==> src/rtl/rx_interrupt_coalesce.sv <==
// rx_interrupt_coalesce: per-channel Rx interrupt coalescing with round-robin req/ack arbitration; RX_INTR_MASK_EN adds intr_mask
module rx_interrupt_coalesce #(
    parameter int NUM_CH      = 4,
    parameter int PTR_W       = 64,
    parameter int CNT_W       = 16,
    parameter int TMR_W       = 16,
    parameter int SYNC_STAGES = 2,
    localparam int VW         = NUM_CH > 1 ? $clog2(NUM_CH) : 1
) (
    input  logic                    clk,
    input  logic                    reset_n,
    input  logic [NUM_CH-1:0]       rx_activity,
    input  logic [NUM_CH*PTR_W-1:0] hw_pointer,
    input  logic [NUM_CH*PTR_W-1:0] sw_pointer,
    input  logic [NUM_CH-1:0]       huge_page_status_1,
    input  logic [NUM_CH-1:0]       huge_page_status_2,
    input  logic [CNT_W-1:0]        coal_pkt_thresh,
    input  logic [TMR_W-1:0]        coal_timeout,
    input  logic                    intr_ack,
`ifdef RX_INTR_MASK_EN
    input  logic [NUM_CH-1:0]       intr_mask,
`endif
    output logic                    send_interrupt,
    output logic [VW-1:0]           intr_vector
);
    typedef enum logic [1:0] {WAIT_PAGE, ARMED, ACCUM, FIRE} state_t;
    logic [NUM_CH-1:0] fire_vec, elig;
    logic [VW-1:0]     rr, pick;
    logic [CNT_W-1:0]  thr_eff;
    assign thr_eff = coal_pkt_thresh == '0 ? CNT_W'(1) : coal_pkt_thresh;
    for (genvar c = 0; c < NUM_CH; c++) begin : g_ch
        logic [SYNC_STAGES:0] sh;
        logic                 ev, ptr_ne, ack_c, hit;
        state_t               st;
        logic [CNT_W-1:0]     cnt, cnt_inc;
        logic [TMR_W-1:0]     tmr, tmr_inc;
        assign ptr_ne  = hw_pointer[c*PTR_W +: PTR_W] != sw_pointer[c*PTR_W +: PTR_W];
        assign ack_c   = intr_ack && send_interrupt && intr_vector == VW'(c);
        assign cnt_inc = (ev && cnt != '1) ? cnt + 1'b1 : cnt;
        assign tmr_inc = tmr != '1 ? tmr + 1'b1 : tmr;
        assign hit     = cnt >= thr_eff || (coal_timeout != '0 && tmr == coal_timeout - TMR_W'(1))
                         || (ptr_ne && coal_pkt_thresh <= CNT_W'(1));
        assign fire_vec[c] = st == FIRE;
        always_ff @(posedge clk or negedge reset_n) begin
            if (!reset_n) begin
                sh  <= '0;
                ev  <= 1'b0;
                st  <= WAIT_PAGE;
                cnt <= '0;
                tmr <= '0;
            end else begin
                sh <= {sh[SYNC_STAGES-1:0], rx_activity[c]};
                ev <= sh[SYNC_STAGES-1] & ~sh[SYNC_STAGES];
                case (st)
                    WAIT_PAGE: st <= (huge_page_status_1[c] | huge_page_status_2[c]) ? ARMED : WAIT_PAGE;
                    ARMED: if (ev || ptr_ne) begin
                        st  <= ACCUM;
                        cnt <= CNT_W'(ev);
                        tmr <= '0;
                    end
                    ACCUM: begin
                        st  <= hit ? FIRE : ACCUM;
                        cnt <= cnt_inc;
                        tmr <= tmr_inc;
                    end
                    default: begin
                        st  <= !ack_c ? FIRE : (ev || ptr_ne) ? ACCUM : ARMED;
                        cnt <= ack_c ? CNT_W'(ev) : cnt_inc;
                        tmr <= ack_c ? '0 : tmr_inc;
                    end
                endcase
            end
        end
    end
`ifdef RX_INTR_MASK_EN
    assign elig = fire_vec & ~intr_mask;
`else
    assign elig = fire_vec;
`endif
    // lowest offset from rr wins, so scan offsets from the far end down
    always_comb begin
        pick = rr;
        for (int i = NUM_CH - 1; i >= 0; i--)
            if (elig[(int'(rr) + i) % NUM_CH]) pick = VW'((int'(rr) + i) % NUM_CH);
    end
    always_ff @(posedge clk or negedge reset_n) begin
        if (!reset_n) begin
            send_interrupt <= 1'b0;
            intr_vector    <= '0;
            rr             <= '0;
        end else if (send_interrupt) begin
            if (intr_ack) begin
                send_interrupt <= 1'b0;
                rr             <= VW'((int'(intr_vector) + 1) % NUM_CH);
            end
        end else if (|elig) begin
            send_interrupt <= 1'b1;
            intr_vector    <= pick;
        end
    end
endmodule

==> config.mk <==
export PLATFORM = sky130hd
export DESIGN_NAME = rx_interrupt_coalesce
export DESIGN_NICKNAME = d
export VERILOG_FILES = /design/src/rtl/rx_interrupt_coalesce.sv
export SDC_FILE = /design/constraint.sdc
export NUM_CORES = 1
export LEC_CHECK = 0
export BUFFER_PORTS_ARGS = -buffer_cell sky130_fd_sc_hd__buf_2
export CAP_MARGIN = 20
export CORE_AREA = 4 4 218 220
export DETAILED_ROUTE_END_ITERATION = 16
export DIE_AREA = 0 0 222 224
export REMOVE_ABC_BUFFERS = 1
export SYNTH_ARGS = -nofsm -noshare
export SYNTH_HDL_FRONTEND = slang
export SYNTH_SLANG_ARGS = --single-unit
==> constraint.sdc <==
create_clock -name clk -period 2.7 [get_ports clk]
set_input_delay 0.135 -clock clk [delete_from_list [all_inputs] [get_ports clk]]
set_output_delay 0.135 -clock clk [all_outputs]
set_load 0.01 [all_outputs]
==> key figures, run 1 <==
Detailed routing
  • Post-DR wirelength/cell: 20.0 um
  • First-pass iteration count of the detailed router: 6
  • Via count: 15021
  • Total wire length: between 50000 and 60000 um
  • Drc violations: 0
  • Number of DRC markers after the initial detailed-route iteration: approximately 960
  • Drt via density: 5.19
  • Number of routed nets with antenna violations: 0

STA
  • Period utilisation layout: 94.8%
  • Max-slew headroom: 54.7%
  • Finish-stage setup viols: 0
  • Endpoints failing hold: 0
  • Worst clock skew on the final layout: 0.0108 ns
  • RSZ-0062 raised after global routing: no
  • Tmin final: between 2 and 3 ns
  • Setup WS post-layout: around 0.14 ns
  • FMAX: 0.391 GHz
  • Slew Limit Fails: 0
  • Fin Setup TNS: 0 ns
  • Worst-Margin Slew: 0.676 ns

Power
  • Internal Pwr Total: 5.88 mW
  • Share of total power in combinational logic: 44.7%
  • Final Total Pwr: 9.99 mW
  • Leakage Power: 8.95 nW
  • Power density relative to cell area: 527 nW/um^2
  • Net switching power: about 4.1 mW
  • Net switching fraction of the power: between 40 and 50%
  • Proportion of power drawn by the clock network: about a quarter
  • Maximum VDD drop: 0.424 mV
  • Sequential group share of total power: about a third

Clock network
  • Root cell of the clock tree: sky130_fd_sc_hd__clkbuf_16
  • CTS tree: yes
  • Deepest level of the CTS H-tree: 4
  • Latest clock arrival within the worst-skew pair: 0.44 ns
  • Bufs on Longest Clock Path: 2
  • Number of CTS-inserted buffers: 17
  • Clk sink count: ~160
  • Register clock-pin slew on the reported worst setup and hold paths: about 0.070 ns

Worst setup path
  • Startpoint of the most critical setup path: coal_timeout[0]
  • Critical path capture point type: flip-flop
  • Critical-path cell list: buf_2 -> inv_1 -> ha_1 -> or4b_1 -> or4_1 -> xor2_1 -> a2111oi_0 -> o2111ai_1 -> nor4_1 -> buf_4 -> a2bb2oi_1
  • Critical path's slowest cell: sky130_fd_sc_hd__a2111oi_0
  • Number of buffer and inverter stages on the critical path: 3
  • Worst path depth: 11
  • Largest stage delay, worst path: about 0.53 ns
  • Critical Path End: g_ch[3].st[0]$_DFFE_PN0N_
  • Critical path data arrival time: about 3 ns
  • Kind of cell with the highest combined delay on the critical path: simple AND/OR/NAND/NOR gates
  • Launch instance of the worst register-to-register path: g_ch[2].tmr[4]$_DFFE_PN0P_
  • CP Max Fanout: 3
  • Worst setup slack for register-to-register paths: 0.26 ns
  • Endpoint of the worst-slack reg-to-reg timing path: g_ch[2].st[0]$_DFFE_PN0N_
  • Worst reg2reg path depth: 8
  • Required time at the worst-slack endpoint: 3.06 ns
  • Startpoint type of the worst setup path: input port
  • Path type of the worst setup path: input port to flip-flop

Cells and area
  • Fillcell total: roughly 4600
  • Fraction of layout instances using a drive strength above 1: 30.7%
  • Most frequent standard cell in the layout excluding fill and tap cells: sky130_fd_sc_hd__buf_2
  • Antenna diode instance count: 0
  • Area delta synth->final: 32.1%
  • Number of nets in the final layout: 2933
  • Commonest cells after routing, fill and taps aside: sky130_fd_sc_hd__buf_2 (560), sky130_fd_sc_hd__xor2_1 (188), sky130_fd_sc_hd__xnor2_1 (186)

Global routing
  • Wire length of the first global-routing pass: 86700 um
  • Total Routing Usage GR: 22.1%
  • Antenna violations before repair: 10
  • Vias in the first global route: about 15000
  • Overall overflow remaining after global route: 0
  • Maximum number of pins on one net before global-route repair: 64

Outcome
  • Outcome: finished clean

Logic synthesis
  • Per-instance average area after synthesis: 8.58 sq um
  • Yosys cell types: 73
  • Fraction of synthesis flops using an asynchronous set or reset pin: 100%
  • Synthesized cell area: about 14000 sq um
  • Count of flip-flops with a built-in enable after synthesis: 0
  • Mapped Cells: 1673
  • Yosys warnings: 0
  • Portion of the post-synthesis area used by sequential elements: 27.4%
  • Ys flop type: sky130_fd_sc_hd__dfrtp_1
  • Post-synthesis register bit count: 157

Placement
  • GP Congestion: 1.05
  • Buffers on Ports: 561
  • Total half-perimeter wirelength after legalization and detailed placement: 48900 um
  • Post-Place Worst Slack: -0.317 ns

Floorplanning
  • Initial core utilization: about a third
  • Height of the chip: 224 um
  • Count of boundary I/O pins: 562
  • Die Wd: 222 um
  • Placeable core region: between 40000 and 50000 sq um
  • Row Count: 78
  • Die footprint: roughly 50000 sq um

Hold path
  • Type of the worst min-delay path: input port to async pin

Run
  • Number of max-cap violations: 0
sequential cells by signal, indices dropped and copies added (netlist names):
name	flops
g_ch.cnt	64
g_ch.tmr	64
g_ch.sh	12
g_ch.st	8
g_ch.ev	4
intr_vector	2
rr	2
send_interrupt	1
worst min path at each step:
stage | to | depth (start not counted)
6_report | g_ch[0].tmr[0]$_DFFE_PN0P_ | 2
2_1_floorplan | g_ch[0].cnt[0]$_DFFE_PN0P_ | 0
4_1_cts | g_ch[0].tmr[0]$_DFFE_PN0P_ | 2
3_5_place_dp | g_ch[0].tmr[0]$_DFFE_PN0P_ | 1
5_1_grt | g_ch[0].tmr[0]$_DFFE_PN0P_ | 2
3_3_place_gp | g_ch[0].tmr[0]$_DFFE_PN0P_ | 1
cell usage after synthesis, drive strengths merged, types with 6 or more instances:
| master | n | share of area (%) |
|---|---|---|
| xor2 | 188 | 11 |
| xnor2 | 186 | 11 |
| dfrtp | 157 | 27 |
| nor2 | 156 | 4.1 |
| ha | 93 | 8.1 |
| nand4 | 90 | 3.9 |
| nand2 | 72 | 1.9 |
| o21ai | 70 | 2.4 |
| a21oi | 60 | 2.1 |
| nand3 | 60 | 2.1 |
| nor4 | 60 | 2.6 |
| inv | 57 | 1.5 |
| clkbuf | 54 | 1.4 |
| o31ai | 29 | 1.5 |
| nor2b | 28 | 1.2 |
| nor3 | 27 | 0.98 |
| and3 | 24 | 1.0 |
| a31oi | 23 | 1.0 |
| a21o | 22 | 1.2 |
| nand2b | 18 | 0.78 |
| o22a | 16 | 0.98 |
| and4 | 12 | 0.73 |
| o211ai | 12 | 0.63 |
| mux2i | 11 | 0.77 |
| o41ai | 11 | 0.67 |
| or4 | 11 | 0.60 |
| buf | 10 | 0.46 |
| and2 | 8 | 0.35 |
| or2 | 8 | 0.35 |
| or3 | 8 | 0.38 |
| a211oi | 6 | 0.31 |
| mux2 | 6 | 0.47 |
power groups by stage:
stage                     registers (mW)  clock network, mW  logic [mW]
after global placement              3.21                  0        4.28
final                               3.20               2.33        4.47
after floorplan                     3.08                  0        2.66
after global routing                3.25               2.46        4.98
after CTS                           3.19               2.39        4.43
after detailed placement            3.23                  0        4.39
area by class of cell:
type | count | area, sq um | area share [%]
Timing Repair Buffer | 653 | 3570 | 18.8
Multi-Input combinational cell | 1395 | 9960 | 52.5
Clock buffer | 19 | 443 | 2.34
Clock inverter | 13 | 105 | 0.554
Sequential cell | 157 | 3930 | 20.7
Inverter | 57 | 214 | 1.13
Tap cell | 600 | 751 | 3.96
per-stage QoR:
step	cells	hold WS, ns	instance area [sq um]	util [%]
2_1_floorplan	1609	-0.161	14100	-
3_3_place_gp	2855	0.159	18300	40.5
3_5_place_dp	2855	0.169	18300	40.5
4_1_cts	2892	0.260	18900	41.8
5_1_grt	2894	0.291	19000	41.9
6_report	2894	0.239	19000	41.9
routing by layer:
metal	global-route usage (%)	up-vias	part of all wire, %
li1	-	7268	-
met1	32.3	7227	48
met5	0	-	0.019
met2	35.9	476	46
met4	3.00	2	1.0
met3	3.13	48	5.2
cells by family (layout without fill, tap and decap cells):
family	after synthesis	in the layout	synth area share, %
mux	17	17	1.24
fa+ha+maj	93	93	8.11
compound gates	311	311	14.5
buf+inv	121	742	3.37
flops	157	157	27.4
simple gates	596	596	22.0
xor+xnor	378	378	23.5
timing repair:
item | in CTS | in global routing
buffers inserted | 0 | 0
endpoints found under the setup margin | 0 | 3
hold buffers | 5 | 0
hold endpoints to repair | 64 | 0
resized for setup | 0 | 2
Note: power is estimated with default switching activity, not from simulation.
==> run 2: changes to the inputs <==
--- a/config.mk
+++ b/config.mk
@@ -10,7 +10,6 @@
 export CORE_AREA = 4 4 218 220
 export DETAILED_ROUTE_END_ITERATION = 16
 export DIE_AREA = 0 0 222 224
-export REMOVE_ABC_BUFFERS = 1
 export SYNTH_ARGS = -nofsm -noshare
 export SYNTH_HDL_FRONTEND = slang
 export SYNTH_SLANG_ARGS = --single-unit
==> key figures, run 2 (synthesized netlist as in run 1, its figures left out) <==
Cells and area
  • Seq. cell area: 3930 sq um
  • Cell area after layout: 19100 sq um
  • Number of nets in the final layout: approximately 2900
  • Most frequent standard cell in the layout excluding fill and tap cells: sky130_fd_sc_hd__buf_2
  • Fillcell total: about 4500
  • Commonest cells after routing, fill and taps aside: sky130_fd_sc_hd__buf_2 (560), sky130_fd_sc_hd__xor2_1 (188), sky130_fd_sc_hd__xnor2_1 (186)
  • Multi-input combinational cell area: 9990 sq um
  • Area delta synth->final: 33.2%
  • Fraction of layout instances using a drive strength above 1: 30.8%
  • Largest registers in the final layout: g_ch.cnt: 64 flops, g_ch.tmr: 64 flops, g_ch.sh: 12 flops

Floorplanning
  • Placeable core region: 45300 sq um
  • Initial core utilization: 31.7%
  • Die footprint: approximately 50000 sq um
  • Height of the chip: about 220 um
  • Row Count: between 70 and 80
  • Die Wd: 222 um
  • Count of boundary I/O pins: between 500 and 600

Detailed routing
  • Total wire length: 53000 um
  • Via count: around 15000
  • First-pass iteration count of the detailed router: 5
  • Number of DRC markers after the initial detailed-route iteration: 897
  • Drt via density: 5.11
  • Number of routed nets with antenna violations: 0
  • Post-DR wirelength/cell: 18.3 um
  • Drc violations: 0

Outcome
  • Outcome: finished clean

STA
  • Finish-stage setup viols: 0
  • Post-Route Hold Slack: 0.265 ns
  • Slew Limit Fails: 0
  • Endpoints failing hold: 0
  • Worst-Margin Slew: roughly 0.97 ns
  • Worst clock skew on the final layout: roughly 0.01 ns
  • Period utilisation layout: 94.5%
  • RSZ-0062 raised after global routing: no
  • Max-slew headroom: a little over a third
  • FMAX: between 0.3 and 0.4 GHz
  • Tmin final: between 2 and 3 ns

Global routing
  • Overall overflow remaining after global route: 0
  • Wire length of the first global-routing pass: 81400 um
  • Maximum number of pins on one net before global-route repair: 63
  • Antenna violations before repair: 4
  • Vias in the first global route: ~15000
  • Total Routing Usage GR: between 20 and 25%

Clock network
  • Bufs on Longest Clock Path: 2
  • CTS tree: yes
  • Root cell of the clock tree: sky130_fd_sc_hd__clkbuf_16
  • Register clock-pin slew on the reported worst setup and hold paths: 0.06 ns
  • Latest clock arrival within the worst-skew pair: 0.43 ns
  • Clk sink count: 157
  • Deepest level of the CTS H-tree: 4
  • Number of CTS-inserted buffers: 17

Logic synthesis
  • Syn_nets: 2325

Worst setup path
  • Required time at the worst-slack endpoint: 3.04 ns
  • CP Max Fanout: 3
  • Path type of the worst setup path: input port to flip-flop
  • Kind of cell with the highest combined delay on the critical path: simple AND/OR/NAND/NOR gates
  • Number of buffer and inverter stages on the critical path: 2
  • Startpoint type of the worst setup path: input port
  • Critical path data arrival time: between 2 and 3 ns
  • Critical-path cell list: buf_2 -> inv_1 -> ha_1 -> or4b_1 -> or4_1 -> xor2_1 -> a211o_1 -> a2111oi_0 -> nand4_1 -> a211oi_2
  • Critical path's slowest cell: sky130_fd_sc_hd__or4b_1
  • Largest stage delay, worst path: 0.49 ns
  • Critical path capture point type: flip-flop

Power
  • Leakage Power: approximately 9.0 nW
  • Maximum VDD drop: 0.418 mV
  • Power density relative to cell area: 536 nW/um^2

Hold path
  • Type of the worst min-delay path: input port to async pin

Placement
  • Placement Cell Area: 18400 sq um
  • Total half-perimeter wirelength after legalization and detailed placement: 44500 um
  • Buffers on Ports: between 500 and 600
  • GP Congestion: 0.989

Run
  • Number of max-cap violations: 0
## run 2: cell types whose count changed in the layout (fill, tap and decap cells not counted), moves of 2 or more
cell                        previous run  this run
sky130_fd_sc_hd__nor4_1               59        57
sky130_fd_sc_hd__bufinv_16             0         4
sky130_fd_sc_hd__clkbuf_1              1         4
sky130_fd_sc_hd__inv_6                 5         0
sky130_fd_sc_hd__a2111oi_0             5         3
sky130_fd_sc_hd__a2111oi_1             0         2
sky130_fd_sc_hd__buf_4                83        88
sky130_fd_sc_hd__diode_2               0         3
## run 2: repair_timing
| action | 4_1_cts | 5_1_grt |
|---|---|---|
| hold endpoints to repair | 63 | 0 |
| endpoints found under the setup margin | 1 | 4 |
| resized for setup | 1 | 8 |
| hold buffers | 5 | 0 |
| buffers inserted | 0 | 0 |
| cloned | 0 | 0 |
## run 2: power by group
group | internal (mW) | switching [mW]
registers | 2.68 | 0.533
logic | 1.96 | 2.45
clock network | 1.60 | 1.02
## run 2: path summary, 6_finish.rpt
kind | start | to | slack, ns | depth (start not counted)
max | coal_timeout[0] | g_ch[1].st[0]$_DFFE_PN0N_ | 0.15 | 10
max in group asynchronous | reset_n | g_ch[0].cnt[3]$_DFFE_PN0P_ | 1.64 | 3
min in group clk | intr_ack | send_interrupt$_DFF_PN0_ | 0.32 | 4
min reg2reg | g_ch[2].sh[0]$_DFF_PN0_ | g_ch[2].sh[1]$_DFF_PN0_ | 0.35 | 0
max reg2reg | g_ch[1].tmr[7]$_DFFE_PN0P_ | g_ch[1].st[0]$_DFFE_PN0N_ | 0.23 | 8
min | reset_n | g_ch[3].cnt[13]$_DFFE_PN0P_ | 0.26 | 2
## run 2: worst register-to-register path, stage by stage, from the launching register on
cell	delay, ns
sky130_fd_sc_hd__dfrtp_2	0.46
sky130_fd_sc_hd__and3b_1	0.21
sky130_fd_sc_hd__o311ai_1	0.25
sky130_fd_sc_hd__o2111ai_1	0.17
sky130_fd_sc_hd__a2111o_1	0.45
sky130_fd_sc_hd__nor4_4	0.30
sky130_fd_sc_hd__buf_4	0.15
sky130_fd_sc_hd__nand4_1	0.15
sky130_fd_sc_hd__a211oi_2	0.25
## run 2: layout make-up
type	count	area share, %
multi-input cells	1395	52.2
flip-flops and latches	157	20.5
repair buffers	658	18.8
well taps	600	3.93
clock buffers	23	2.45
inverters	57	1.12
clock inverters	9	0.837
diodes	3	0.0393
## run 2: through the flow
stage,TNS (ns),utilization (%),power (mW),setup WS [ns],cells
after detailed placement,-1.00,40.6,7.62,-0.355,2862
final,0,42.2,10.3,0.148,2902
after floorplan,0,-,5.88,0.00867,1673
after CTS,0,42.2,10.3,0.0804,2899
after global routing,0,42.2,11.0,0.0159,2901
after global placement,-0.780,40.6,7.52,-0.313,2861
## run 2: routing by layer
layer  wire length [um]  part of all wire, %  up-vias  track usage [%]
li1                   -                    -     7282                -
met1              23300                   44     6966             26.7
met2              25500                   48      516             34.8
met3               3180                  6.0       68             3.68
met4               1030                  1.9        4             4.82
met5                 22                0.041        -                0
